**config.mk**
```make
export PLATFORM = sky130hd
export DESIGN_NAME = dmem_port_arbiter
export DESIGN_NICKNAME = d
export VERILOG_FILES = /design/src/rtl/dmem_port_arbiter.sv
export SDC_FILE = /design/constraint.sdc
export NUM_CORES = 1
export LEC_CHECK = 0
export ABC_AREA = 1
export BUFFER_PORTS_ARGS = -buffer_cell sky130_fd_sc_hd__buf_2
export CAP_MARGIN = 0
export CORE_AREA = 2 2 99 101
export DETAILED_ROUTE_END_ITERATION = 10
export DIE_AREA = 0 0 101 103
export GPL_ROUTABILITY_DRIVEN = 0
export HOLD_SLACK_MARGIN = 0.08
export PLACE_DENSITY = 0.64
export SLEW_MARGIN = 30
export SYNTH_ARGS = -nofsm -noshare
export SYNTH_HDL_FRONTEND = slang
export SYNTH_SLANG_ARGS = --single-unit
```
**constraint.sdc**
```tcl
create_clock -name clk -period 4.55 [get_ports clk]
set_input_delay 0.91 -clock clk [delete_from_list [all_inputs] [get_ports clk]]
set_output_delay 0.91 -clock clk [all_outputs]
set_load 0.05 [all_outputs]
```
**src/rtl/dmem_port_arbiter.sv**
```systemverilog
// rtl/dmem_port_arbiter.sv - shares the data-memory port between the MA stage and a debug/loader master
// Grants are combinational from the requests in IDLE; reads park in RD_WAIT until the data returns.
module dmem_port_arbiter #(
  parameter int MEM_ADDR_WIDTH = 12,
  parameter int MEM_DATA_WIDTH = 32,
  parameter int RD_LATENCY     = 1,
  parameter int STARVE_LIMIT   = 4
) (
  input  logic                      clk,
  input  logic                      rst,
  input  logic                      ma_req,
  input  logic                      ma_we,
  input  logic [MEM_ADDR_WIDTH-1:0] ma_addr,
  input  logic [MEM_DATA_WIDTH-1:0] ma_wdata,
  output logic                      ma_gnt,
  output logic                      ma_rvalid,
  output logic [MEM_DATA_WIDTH-1:0] ma_rdata,
  output logic                      ma_stall,
  input  logic                      dbg_req,
  input  logic                      dbg_we,
  input  logic [MEM_ADDR_WIDTH-1:0] dbg_addr,
  input  logic [MEM_DATA_WIDTH-1:0] dbg_wdata,
  output logic                      dbg_gnt,
  output logic                      dbg_rvalid,
  output logic [MEM_DATA_WIDTH-1:0] dbg_rdata,
  output logic [MEM_ADDR_WIDTH-1:0] dmem_waddr,
  output logic [MEM_DATA_WIDTH-1:0] dmem_wdata,
  output logic                      dmem_wen,
  output logic [MEM_ADDR_WIDTH-1:0] dmem_raddr,
  output logic                      dmem_ren,
  input  logic [MEM_DATA_WIDTH-1:0] dmem_rdata
);

  typedef enum logic {IDLE, RD_WAIT} state_e;

  localparam logic [1:0] WAIT_INIT = 2'(RD_LATENCY - 1);
  localparam logic [3:0] LIMIT     = 4'(STARVE_LIMIT);

  state_e     state_q, state_d;
  logic       owner_q, owner_d;   // 1 = debug master owns the outstanding read
  logic [1:0] wait_q, wait_d;
  logic [3:0] streak_q, streak_d;

  logic                      in_idle, dbg_win, ma_win, any_win, rd_done;
  logic                      win_we;
  logic [MEM_ADDR_WIDTH-1:0] win_addr;
  logic [MEM_DATA_WIDTH-1:0] win_wdata;

  // Outputs must read 0 while rst is high, so every decode is gated by it.
  assign in_idle   = (state_q == IDLE) && !rst;
  assign dbg_win   = in_idle && dbg_req && (!ma_req || streak_q == LIMIT);
  assign ma_win    = in_idle && ma_req && !dbg_win;
  assign any_win   = dbg_win || ma_win;
  assign rd_done   = (state_q == RD_WAIT) && (wait_q == 2'd0) && !rst;
  assign win_we    = dbg_win ? dbg_we : ma_we;
  assign win_addr  = dbg_win ? dbg_addr : ma_addr;
  assign win_wdata = dbg_win ? dbg_wdata : ma_wdata;

  always_ff @(posedge clk or posedge rst) begin
    if (rst) begin
      state_q  <= IDLE;
      owner_q  <= 1'b0;
      wait_q   <= 2'd0;
      streak_q <= 4'd0;
    end else begin
      state_q  <= state_d;
      owner_q  <= owner_d;
      wait_q   <= wait_d;
      streak_q <= streak_d;
    end
  end

  always_comb begin
    state_d  = state_q;
    owner_d  = owner_q;
    wait_d   = wait_q;
    streak_d = streak_q;
    case (state_q)
      IDLE: begin
        if (any_win && !win_we) begin
          state_d = RD_WAIT;
          owner_d = dbg_win;
          wait_d  = WAIT_INIT;
        end
      end
      RD_WAIT: begin
        if (wait_q == 2'd0) state_d = IDLE;
        else                wait_d  = wait_q - 2'd1;
      end
      default: state_d = IDLE;
    endcase
    // The streak only means something while debug is actually waiting.
    if (!dbg_req || dbg_win)              streak_d = 4'd0;
    else if (ma_win && streak_q != LIMIT) streak_d = streak_q + 4'd1;
  end

  always_comb begin
    ma_gnt     = ma_win;
    dbg_gnt    = dbg_win;
    dmem_wen   = 1'b0;
    dmem_waddr = '0;
    dmem_wdata = '0;
    dmem_ren   = 1'b0;
    dmem_raddr = '0;
    ma_rvalid  = 1'b0;
    ma_rdata   = '0;
    dbg_rvalid = 1'b0;
    dbg_rdata  = '0;
    if (any_win) begin
      if (win_we) begin
        dmem_wen   = 1'b1;
        dmem_waddr = win_addr;
        dmem_wdata = win_wdata;
      end else begin
        dmem_ren   = 1'b1;
        dmem_raddr = win_addr;
      end
    end
    if (rd_done) begin
      if (owner_q) begin
        dbg_rvalid = 1'b1;
        dbg_rdata  = dmem_rdata;
      end else begin
        ma_rvalid  = 1'b1;
        ma_rdata   = dmem_rdata;
      end
    end
    ma_stall = !rst && ((ma_req && !ma_win) ||
                        (state_q == RD_WAIT && !owner_q && !rd_done));
  end

endmodule

```
==> results.json <==
{
  "leakagePower_nw": 2.09,
  "peakVddDrop_mv": 0.0621,
  "finalClockSkew_ns": 0.000634,
  "synth-simple-area-share_pct": 47.8,
  "vias_per_cell": 4.13,
  "critPathMaxStageDelay_ns": 0.32,
  "synth-seq-cells": 8,
  "fill_cells": 1093,
  "port-buffer-count": 252,
  "yosys.area_share.xor_xnor_pct": 0.992,
  "die_h_um": 103,
  "wl_per_cell_um": 11.2,
  "drt_iter0_drc": 51,
  "drive_above_1_share_pct": 53.0,
  "num_vias": 2808,
  "start_util_pct": 18.7,
  "post_cts_buffers": 0,
  "worstPathMaxFanout": 28,
  "area_delta_synth_final_pct": 75.6,
  "hp-class": "reg2reg",
  "path_class": "in2out",
  "synth_area_per_cell_um2": 5.37,
  "cp.arrival_ns": 2.78,
  "rsz0062_at_grt": "no",
  "pre_cts_ws_ns": 0.832,
  "wl_met1_um": 2980,
  "die_w_um": 101,
  "ant_nets": 0,
  "cts_hold_buffers": 0,
  "final_common_cell": "buf_2",
  "grt_max_degree": 46,
  "ys_types": 25,
  "synth_mux_area_share_pct": 0,
  "design.die.area_um2": 10400,
  "overflow": 0,
  "synth-seq-area-share_pct": 11.3,
  "power_mw": 0.508,
  "met2_wirelength_um": 3850,
  "io-pin-count": 253,
  "synth.cell_area_um2": 1770,
  "cts-buffers-inserted": 3,
  "setup_viol": 0,
  "tns_ns": 0,
  "endpoint_kind": "output port",
  "cts_tree": "built",
  "n_antenna_cell": 0,
  "clk_pin_slew_ns": 0.04,
  "syn-instance-count": 329,
  "ctsHtreeMaxLevel": 1,
  "gr-usage-all-layers_pct": 12.8,
  "crit_required_ns": 3.64,
  "seq_area_um2": 200,
  "grt_pass1_wl_um": 10900,
  "drv_slew": 0,
  "max_slew_margin_pct": 39.8,
  "wl_met3_um": 785,
  "wirelength_um": 7650,
  "status": "finished, final reports clean",
  "holdWs_ns": 0.500,
  "row_count": 36,
  "layout_common_cells": "252 x buf_2, 94 x nor2_1, 76 x nand2_1",
  "clock-sinks": 8,
  "cts_buffer_depth": 2,
  "drc_errors": 0,
  "yosys_warnings": 0,
  "hold_viol": 0,
  "post-route-period-util_pct": 81.1,
  "synth_compound_area_share_pct": 20.1,
  "grt_pass1_vias": 2382,
  "first_pass_iters": 4,
  "core_um2": 9460,
  "fin_util_pct": 32.8,
  "multiInputGateArea_um2": 1250,
  "antenna_found_initial": 0,
  "syn_nets": 458,
  "fin_ws_ns": 0.858,
  "synth_top_family_by_area": "simple AND/OR/NAND/NOR gates",
  "dp.final_hpwl_um": 6470,
  "period_needed_ns": 3.69,
  "clock_latency_ns": 0.23,
  "synthAdderAreaFrac_pct": 2.13,
  "cts_resized": 0,
  "slowest_stage": "clkinv_2",
  "cts_root_buf": "clkbuf_8",
  "cp_cell_sequence": "buf_2 > inv_2 > nand2_4 > nor2_8 > nand2_4 > clkinv_2 > buf_4 > nand2_1 > a21oi_1 > buf_2",
  "maxCapViolations": 0,
  "top_layer_used": "met4",
  "worstMarginPinSlew_ns": 0.903,
  "start_kind": "input pin",
  "layout.nets": 697,
  "power_density_nw_per_um2": 164,
  "max_freq_mhz": 271
}
[Yosys cell counts]
cell	count	area, um2
nor2_8	1	20.0
nand2_4	3	33.8
clkbuf_1	6	22.5
o21ai_0	3	15.0
dfrtp_1	8	200
a21oi_1	8	40.0
o21ai_1	11	55.1
nand3_2	1	10.0
nor2_1	94	353
buf_4	3	22.5
a21oi_2	28	245
inv_1	45	169
nand4_1	1	6.26
clkinv_2	1	5.00
inv_2	3	11.3
buf_2	7	35.0
or2_0	10	62.6
xor2_1	2	17.5
nand2_1	76	285
nand2_2	2	12.5
buf_6	4	45.0
ha_1	3	37.5
or2_2	3	18.8
nand3_1	5	25.0
nand3_4	1	17.5
[where the power goes]
group	internal [mW]	leakage, nW	total [mW]	switching [mW]
sequential	0.0805	0.108	0.0897	0.00927
clock	0.0572	0.0216	0.0841	0.0269
combinational	0.0970	1.96	0.334	0.237
total	0.235	2.09	0.508	0.274
[area by class of cell]
| class | count | share of cell area [%] |
|---|---|---|
| inverter | 49 | 5.97 |
| clock buffer | 3 | 1.33 |
| timing repair buffer | 254 | 41.2 |
| multi-input combinational | 252 | 40.5 |
| tap | 114 | 4.60 |
| sequential | 8 | 6.46 |
[routing by layer]
| metal | up-vias | GRT usage [%] |
|---|---|---|
| met2 | 166 | 25.1 |
| met4 | 0 | 2.18 |
| met3 | 3 | 1.76 |
| met5 | - | 0 |
| li1 | 1459 | - |
| met1 | 1180 | 14.9 |
[worst paths after layout]
check	from	to	slack, ns	cells after the start
worst max-delay path	rst	dmem_wdata[2]	0.86	10
worst min-delay path	wait_q[1]$_DFFE_PP0P_	wait_q[1]$_DFFE_PP0P_	0.50	2
worst max register to register	streak_q[0]$_DFFE_PP0P_	wait_q[1]$_DFFE_PP0P_	2.84	9
worst min register to register	wait_q[1]$_DFFE_PP0P_	wait_q[1]$_DFFE_PP0P_	0.50	2
max in group asynchronous	rst	streak_q[3]$_DFFE_PP0P_	3.76	2
min in group asynchronous	rst	wait_q[1]$_DFFE_PP0P_	0.60	2
[worst max-delay path: cells and delay by family]
family                 cells  cell delay [ns]
buffers and inverters      5             1.21
AND/OR/NAND/NOR            4             0.48
AO/OA/AOI/OAI              1             0.16
[per-stage QoR]
| stage | std cells | instance area [um2] |
|---|---|---|
| floorplan | 329 | 1770 |
| global placement | 677 | 3060 |
| detailed placement | 677 | 3060 |
| CTS | 680 | 3100 |
| global route | 680 | 3100 |
| finish | 680 | 3100 |
[logic make-up (layout without fill, tap and decap cells)]
kind of cell | count (synthesis) | after routing
AND/OR/NAND/NOR | 197 | 197
buffers and inverters | 69 | 306
AO/OA/AOI/OAI | 50 | 50
flip-flops | 8 | 8
adder cells (fa/ha/maj) | 3 | 3
XOR/XNOR | 2 | 2
[sequential cells by signal, summed over array words and instances, names as in the netlist]
signal	flops
streak_q	4
wait_q	2
owner_q	1
state_q	1
Power figures use the tool's default switching activity.
